==> src/rtl/exu_stage.sv <==
// Execute stage of the in-order RV32 pipeline.
// Holds one instruction, computes its ALU result (serial 1-bit/cycle shifter
// for SLL/SRL/SRA), raises a one-shot branch redirect and exports the held
// rd/csr target so the register-fetch stage can detect hazards.
module exu_stage #(
   parameter int XLEN = 32
) (
   input  logic            clock,
   input  logic            reset,
   input  logic            excp_flush,
   input  logic            mret_flush,
   input  logic            rfu_valid_i,
   output logic            exu_ready_o,
   input  logic [XLEN-1:0] pc_i,
   input  logic [4:0]      rd_i,
   input  logic            branch_i,
   input  logic [2:0]      alu_op_i,
   input  logic [XLEN-1:0] src1_i,
   input  logic [XLEN-1:0] src2_i,
   input  logic [XLEN-1:0] rs2_value_i,
   input  logic            res_from_mem_i,
   input  logic            res_from_pre_i,
   input  logic [XLEN-1:0] pre_result_i,
   input  logic [3:0]      mem_re_i,
   input  logic [3:0]      mem_we_i,
   input  logic            gr_we_i,
   input  logic            csr_we_i,
   input  logic [11:0]     csr_addr_i,
   input  logic [XLEN-1:0] csr_wdata_i,
   input  logic            lsu_ready_i,
   output logic            valid_o,
   output logic [XLEN-1:0] result_o,
   output logic [3:0]      mem_re_o,
   output logic [3:0]      mem_we_o,
   output logic [XLEN-1:0] mem_wdata_o,
   output logic [4:0]      rd_o,
   output logic            gr_we_o,
   output logic            csr_we_o,
   output logic [11:0]     csr_addr_o,
   output logic [XLEN-1:0] csr_wdata_o,
   output logic            res_from_mem_o,
   output logic [XLEN-1:0] pc_o,
   output logic            branch_flush_o,
   output logic [XLEN-1:0] branch_target_o,
   output logic            exu_valid_o,
   output logic [4:0]      exu_rd_o,
   output logic [11:0]     exu_csr_addr_o
);

   localparam int SHW = $clog2(XLEN);

   localparam logic [2:0] OP_ADD = 3'd0;
   localparam logic [2:0] OP_SUB = 3'd1;
   localparam logic [2:0] OP_SLL = 3'd2;
   localparam logic [2:0] OP_XOR = 3'd3;
   localparam logic [2:0] OP_SRL = 3'd4;
   localparam logic [2:0] OP_SRA = 3'd5;
   localparam logic [2:0] OP_OR  = 3'd6;
   localparam logic [2:0] OP_AND = 3'd7;

   typedef enum logic [1:0] {
      ST_IDLE  = 2'd0,
      ST_EXEC  = 2'd1,
      ST_SHIFT = 2'd2
   } state_e;

   state_e          state_q, state_d;
   logic            redir_q, redir_d;
   logic [SHW-1:0]  cnt_q, cnt_d;
   logic [XLEN-1:0] acc_q, acc_d;

   // instruction fields captured on accept
   logic [XLEN-1:0] pc_q, src1_q, src2_q, rs2_q, pre_q, csr_wdata_q;
   logic [4:0]      rd_q;
   logic [2:0]      op_q;
   logic            branch_q, rfm_q, rfp_q, gr_we_q, csr_we_q;
   logic [3:0]      mem_re_q, mem_we_q;
   logic [11:0]     csr_addr_q;

   logic            valid_s, done_s, flush_s, accept_s, leave_s, shift_in_s;
   logic            bflush_s;
   logic [XLEN-1:0] add_s, alu_s, shift_step_s;

   assign valid_s    = (state_q != ST_IDLE);
   assign done_s     = (state_q == ST_EXEC);
   assign flush_s    = excp_flush | mret_flush;
   assign exu_ready_o = !valid_s || (done_s && lsu_ready_i);
   // a flush cancels any accept offered in the same cycle
   assign accept_s   = rfu_valid_i && exu_ready_o && !flush_s;
   assign valid_o    = valid_s && done_s && !flush_s;
   assign leave_s    = valid_o && lsu_ready_i;
   assign shift_in_s = (alu_op_i == OP_SLL) || (alu_op_i == OP_SRL) || (alu_op_i == OP_SRA);
   assign bflush_s   = valid_s && done_s && branch_q && !redir_q;
   assign add_s      = src1_q + src2_q;

   // Single-cycle ALU; shift ops read the serial accumulator instead.
   always_comb begin
      alu_s = '0;
      case (op_q)
         OP_ADD:  alu_s = add_s;
         OP_SUB:  alu_s = src1_q - src2_q;
         OP_XOR:  alu_s = src1_q ^ src2_q;
         OP_OR:   alu_s = src1_q | src2_q;
         OP_AND:  alu_s = src1_q & src2_q;
         default: alu_s = acc_q;
      endcase
   end

   // One-bit shift of the accumulator for the held shift op.
   always_comb begin
      shift_step_s = acc_q;
      case (op_q)
         OP_SLL:  shift_step_s = {acc_q[XLEN-2:0], 1'b0};
         OP_SRL:  shift_step_s = {1'b0, acc_q[XLEN-1:1]};
         OP_SRA:  shift_step_s = {acc_q[XLEN-1], acc_q[XLEN-1:1]};
         default: shift_step_s = acc_q;
      endcase
   end

   // Next state: flush wins, then accept, then leave, then shift progress.
   always_comb begin
      state_d = state_q;
      cnt_d   = cnt_q;
      acc_d   = acc_q;
      redir_d = redir_q;
      if (flush_s) begin
         state_d = ST_IDLE;
         redir_d = 1'b0;
      end else if (accept_s) begin
         acc_d   = src1_i;
         redir_d = 1'b0;
         if (shift_in_s && (src2_i[SHW-1:0] != '0)) begin
            state_d = ST_SHIFT;
            cnt_d   = src2_i[SHW-1:0];
         end else begin
            state_d = ST_EXEC;
            cnt_d   = '0;
         end
      end else if (leave_s) begin
         state_d = ST_IDLE;
         redir_d = 1'b0;
      end else begin
         if (bflush_s) begin
            redir_d = 1'b1;
         end else begin
            redir_d = redir_q;
         end
         case (state_q)
            ST_SHIFT: begin
               acc_d = shift_step_s;
               cnt_d = cnt_q - SHW'(1);
               if (cnt_q == SHW'(1)) begin
                  state_d = ST_EXEC;
               end else begin
                  state_d = ST_SHIFT;
               end
            end
            default: state_d = state_q;
         endcase
      end
   end

   // Control state registers.
   always_ff @(posedge clock or negedge reset) begin
      if (!reset) begin
         state_q <= ST_IDLE;
         redir_q <= 1'b0;
         cnt_q   <= '0;
         acc_q   <= '0;
      end else begin
         state_q <= state_d;
         redir_q <= redir_d;
         cnt_q   <= cnt_d;
         acc_q   <= acc_d;
      end
   end

   // Capture the instruction fields on accept, hold them otherwise.
   always_ff @(posedge clock or negedge reset) begin
      if (!reset) begin
         pc_q        <= '0;
         src1_q      <= '0;
         src2_q      <= '0;
         rs2_q       <= '0;
         pre_q       <= '0;
         csr_wdata_q <= '0;
         rd_q        <= 5'd0;
         op_q        <= 3'd0;
         branch_q    <= 1'b0;
         rfm_q       <= 1'b0;
         rfp_q       <= 1'b0;
         gr_we_q     <= 1'b0;
         csr_we_q    <= 1'b0;
         mem_re_q    <= 4'd0;
         mem_we_q    <= 4'd0;
         csr_addr_q  <= 12'd0;
      end else if (accept_s) begin
         pc_q        <= pc_i;
         src1_q      <= src1_i;
         src2_q      <= src2_i;
         rs2_q       <= rs2_value_i;
         pre_q       <= pre_result_i;
         csr_wdata_q <= csr_wdata_i;
         rd_q        <= rd_i;
         op_q        <= alu_op_i;
         branch_q    <= branch_i;
         rfm_q       <= res_from_mem_i;
         rfp_q       <= res_from_pre_i;
         gr_we_q     <= gr_we_i;
         csr_we_q    <= csr_we_i;
         mem_re_q    <= mem_re_i;
         mem_we_q    <= mem_we_i;
         csr_addr_q  <= csr_addr_i;
      end
   end

   assign result_o        = rfp_q ? pre_q : alu_s;
   assign mem_re_o        = mem_re_q;
   assign mem_we_o        = mem_we_q;
   assign mem_wdata_o     = rs2_q;
   assign rd_o            = rd_q;
   assign gr_we_o         = gr_we_q;
   assign csr_we_o        = csr_we_q;
   assign csr_addr_o      = csr_addr_q;
   assign csr_wdata_o     = csr_wdata_q;
   assign res_from_mem_o  = rfm_q;
   assign pc_o            = pc_q;
   assign branch_flush_o  = bflush_s;
   assign branch_target_o = branch_q ? add_s : '0;
   assign exu_valid_o     = valid_s;
   assign exu_rd_o        = gr_we_q ? rd_q : 5'd0;
   assign exu_csr_addr_o  = csr_we_q ? csr_addr_q : 12'd0;

endmodule

==> config.mk <==
export PLATFORM = sky130hd
export DESIGN_NAME = exu_stage
export DESIGN_NICKNAME = d
export VERILOG_FILES = /design/src/rtl/exu_stage.sv
export SDC_FILE = /design/constraint.sdc
export NUM_CORES = 1
export LEC_CHECK = 0
export BUFFER_PORTS_ARGS = -buffer_cell sky130_fd_sc_hd__buf_4
export CORE_MARGIN = 1.5
export CORE_UTILIZATION = 45
export DETAILED_ROUTE_END_ITERATION = 8
export PLACE_DENSITY = 0.72
export SETUP_SLACK_MARGIN = 0.5
export SYNTH_ARGS = -nofsm -noshare
export SYNTH_HDL_FRONTEND = slang
export SYNTH_SLANG_ARGS = --single-unit
==> constraint.sdc <==
create_clock -name clock -period 2.5 [get_ports clock]
set_input_delay 0 -clock clock [delete_from_list [all_inputs] [get_ports clock]]
set_output_delay 0 -clock clock [all_outputs]
set_load 0.01 [all_outputs]
---- Word-level counts from Yosys, hierarchy flattened ----
Cells that the tools add are included.
word-level totals
  register bits ........................... 265
  bits of input ports ..................... 231
  output and inout port bits .............. 209
  word-level logic and storage cells ...... 93
operators by class
  add/sub/neg operators ................... 3
  equality and inequality tests ........... 15
  muxes and demuxes ....................... 23
  bitwise gates (word level) .............. 5
  reductions and logical operators ........ 26
operator list
  operator               count
  $mux W32               5
  $pmux W32 S5           1
  $pmux W32 S3           1
  $add A32 B32 Y32       1
  $and A32 B32 Y32       1
  $or A32 B32 Y32        1
  $sub A32 B32 Y32       1
  $xor A32 B32 Y32       1
  $mux W5                5
  $eq A3 B3 Y1 const B   6
  $mux W12               1
  $mux W2                6
  $reduce_bool A4 Y1     3
  $eq A3 B2 Y1 const B   3
  $logic_and A1 B1 Y1    9
  $eq A5 B1 Y1 const B   1
  $reduce_and A5 Y1      1
  $reduce_bool A5 Y1     1
  $sub A5 B1 Y5 const B  1
  $mux W1                4
  $ne A2 B2 Y1 const B   2
  $reduce_and A4 Y1      1
  $reduce_bool A2 Y1     2
  $eq A3 B1 Y1 const B   1
  9 further kinds        13

---- Logic depth before layout (Yosys ltp) ----
  depth after elaboration ................. 8
  gate-level depth with buffers ........... 13
  mapped depth without buffers ............ 13

---- Least setup slack after synthesis ----
OpenSTA, ideal clock, no wires.
  path kind ............................... register -> output
  start point ............................. reg src1_q[15]
  end point ............................... out result_o[31]
  arrival time ............................ 2.792 ns
  data required time ...................... 2.500 ns
  setup slack ............................. -0.292 ns
  stages on the path, launching flop included .. 13
  path buffers ............................ 1
  cell sequence ........................... dfrtp_1 > inv_1 > ha_1 > buf_6 > or4_4 > or3_4 > o31ai_2 > nor4_1 > a21oi_2 > a21oi_2 > mux2_4 > o21ai_1 > a31oi_1
on the way
  longest elaborated chain between the ends .. 3
  elaborated cells between the ends (all ways) .. 4
RTL lines
  item                                                         RTL line  source
  start: declaration                                           73        logic [XLEN-1:0] pc_q, src1_q, src2_q, rs2_q, pre_q, csr_wdata_q;
  start signal: assignment                                     199       src1_q <= src1_i;
  $sub A32 B32 Y32 / $add A32 B32 Y32 (equally long branches)  101, 94
  $pmux W32 S5 (*)                                             99        case (op_q)
  $mux W32 (*)                                                 217       assign result_o = rfp_q ? pre_q : alu_s;
  end: declaration                                             32        output logic [XLEN-1:0] result_o,
Mark *: on every way between the ends. The rest lies on a longest branch, timed or not.

---- Worst setup path in the final report ----
  start point ............................. reg src1_q[16]
  end point ............................... out result_o[31]
The elaborated chain is that of the path after synthesis.

==> impl_metrics.toml <==
[die]
ios = 440
start_util_pct = 46.0
dieWidth_um = 197
core-area_mm2 = 0.0368
die-height_um = 197
num_rows = 70
dieArea_mm2 = 0.0388

[sta]
final_hold_viol_count = 15
whs_ns = -0.0556
finClkSkew_ns = 0.0128
rsz0062_at_grt = "true"
finalMaxSlewViolations = 0
tns_ns = -53.73
min_period_ns = 3.79
max_slew_margin_pct = 51.5
setup_viol = 60
fmax_ghz = 0.264
layout_setup_ws_ns = -1.29
worstMarginPinSlew_ns = 0.721
fin_crit_sh_pct = 152

[cts]
h-tree-depth = 1
cts_root_buf = "clkbuf_16"
clk_pin_slew_worst_paths_ns = 0.07
cts.sinks = 265
clk_path_buf_depth = 3
clk_latency_ns = 0.60
cts_buffers = 30
cts_tree = "done"

[final_layout]
multi_input_area_mm2 = 0.0112
finish.utilization_pct = 80.2
mostFrequentLayoutCells = "buf_4, nand2_1, dfrtp_1"
finalNetCount = 3445
final_common_cell = "buf_4"
final_area_mm2 = 0.0295
seqCellArea_mm2 = 0.00664
num-fill-cells = 2255
drive_gt1_share_pct = 39.0
syn_to_final_growth_pct = 74.3

[synthesis]
ys_types = 77
synth_top_area_share_pct = 39.2
synth_area_leader_cell = "dfrtp_1"
synth_ff_type = "dfrtp_1"
synthCells = 2134
ys_warn_count = 0
synth-seq-cells = 265
syn-num-nets = 2464
ys_seq_area_share_pct = 39.2
ys_async_sr_fraction_pct = 100
syn_area_mm2 = 0.0169
netlist_top_cells_area = "dfrtp_1, nand2_1, ha_1"
synth-edff-count = 0
avgSynthCellArea_um2 = 7.93

[power_and_ir_drop]
power.density_mw_per_mm2 = 929
p_leak_nw = 14.5
vdd_drop_max_mv = 0.623

[critical_path]
arrival_ns = 3.79
critPathKind = "register to output port"
cp.required_ns = 2.50
crit_fanout = 3
worstSetupEndpoint = "result_o[31]"
startpoint = "src1_q[16]$_DFFE_PN0P_"
r2r_cells = 9
r2r-start = "state_q[0]$_DFFE_PN0P_"
rr_endpoint = "acc_q[2]$_DFFE_PN0P_"
r2r_setup_slack_ns = 0.46
cp-end-kind = "output port"
worst_setup_path_start_kind = "register"

[route]
wirelength_mm = 82.3
drtPass1Iterations = 6
ant_nets = 0
viasPerCell = 5.84
vias = 21084
drt_iter0_markers = 1971
avgRoutedWirePerCell_um = 22.8
drc = 0

[global_route]
grt_pass1_vias = 21423
grt_pass1_wl_mm = 119
grt_start_max_net_pins = 87
grt_remaining_overflow = 0
grt_use_total_pct = 39.5
antenna_found_initial = 5

[placed_design]
dp.final_hpwl_mm = 49.8
placed_area_mm2 = 0.0231
gp_congestion = 0.984
io_buffers = 439

[flow_run]
maxCapViolCount = 0

[hold_path]
hp-class = "input port to asynchronous set/reset pin"

[run_status]
run_status = "complete, but fails checks"
violations = "hold timing, setup timing"
layer usage:
layer  vias up  GRT usage (%)  routed length [µm]
li1       9139              -                   -
met1     10323           47.8               30700
met2      1255           67.4               39700
met3       367           7.36                6880
met4         0           20.0                4980
met5         -              0                   0
layout make-up:
cell class,count,area share [%]
flip-flops and latches,265,22.5
clock buffers,39,2.86
diodes,7,0.0594
inverters,102,1.32
clock inverters,15,0.793
repair buffers,1086,32.6
multi-input cells,1630,37.9
well taps,468,1.99
registers in the layout (all words and copies together) (netlist names):
| name | cells |
|---|---|
| rd_o | 5 |
| mem_we_o | 4 |
| csr_we_o | 1 |
| rfp_q | 1 |
| csr_wdata_o | 32 |
| cnt_q | 5 |
| src1_q | 32 |
| csr_addr_o | 12 |
| mem_wdata_o | 32 |
| gr_we_o | 1 |
| acc_q | 32 |
| src2_q | 32 |
| res_from_mem_o | 1 |
| state_q | 2 |
| branch_q | 1 |
| pre_q | 32 |
| op_q | 3 |
| mem_re_o | 4 |
| redir_q | 1 |
| pc_o | 32 |
per-stage QoR:
stage,power (W),instances,worst slack (ns)
after global placement,0.0183,3226,-0.841
after global routing,0.0284,3610,-1.33
final,0.0274,3612,-1.29
after detailed placement,0.0184,3226,-0.823
after floorplan,0.0123,2134,-0.292
after CTS,0.0256,3564,-1.28
logic make-up (layout without fill, tap and decap cells):
| group | Yosys count | after routing | synth area share, % |
|---|---|---|---|
| AOI/OAI and AO/OA | 485 | 485 | 17.6 |
| xor gates and xnor gates | 37 | 37 | 1.92 |
| adders and majority gates | 99 | 99 | 7.41 |
| buffers and inverters | 239 | 1242 | 5.77 |
| DFF | 265 | 265 | 39.2 |
| muxes | 78 | 78 | 4.96 |
| other | 0 | 7 | 0 |
| and+or+nand+nor | 931 | 931 | 23.2 |
timing repair:
action	CTS	global route
hold buffers	232	0
gates cloned	6	5
setup buffers	46	36
pin swaps	111	85
hold endpoints to repair	530	0
endpoints found under the setup margin	141	245
gates resized for setup	286	137
power breakdown:
group          internal, W  switching (W)
clock network      0.00290        0.00200
registers          0.00525        0.00105
logic              0.00801        0.00819
total               0.0162         0.0112
Yosys cell counts (23+ instances only):
cell type,instances
mux2i_1,43
nor3_1,30
nand3_1,23
a21oi_1,116
mux2_2,33
ha_1,97
dfrtp_1,265
inv_1,98
o21ai_0,187
clkbuf_1,102
nand2_1,646
nor2_1,100
xnor2_1,32
and2_1,50
worst min path at each step:
stage	startpoint	end	slack (ns)	cells past startpoint
after global routing	reset	src2_q[10]$_DFFE_PN0P_	0.02	2
after detailed placement	reset	acc_q[10]$_DFFE_PN0P_	0.02	1
final	reset	src2_q[10]$_DFFE_PN0P_	-0.06	2
after global placement	reset	acc_q[10]$_DFFE_PN0P_	0.01	1
after floorplan	reset	acc_q[0]$_DFFE_PN0P_	-0.30	0
after CTS	reset	src1_q[10]$_DFFE_PN0P_	0.007	2
critical path, stage by stage (launching register included):
cell     delay (ns)
dfrtp_1        0.40
inv_2          0.09
ha_4           0.20
or4_4          0.55
or3_4          0.39
o31ai_4        0.22
nor4_2         0.07
a21oi_2        0.27
buf_4          0.17
a21oi_4        0.06
mux2_4         0.32
o21ai_2        0.14
a31oi_2        0.13
buf_4          0.19
(Power assumes the default switching activity.)
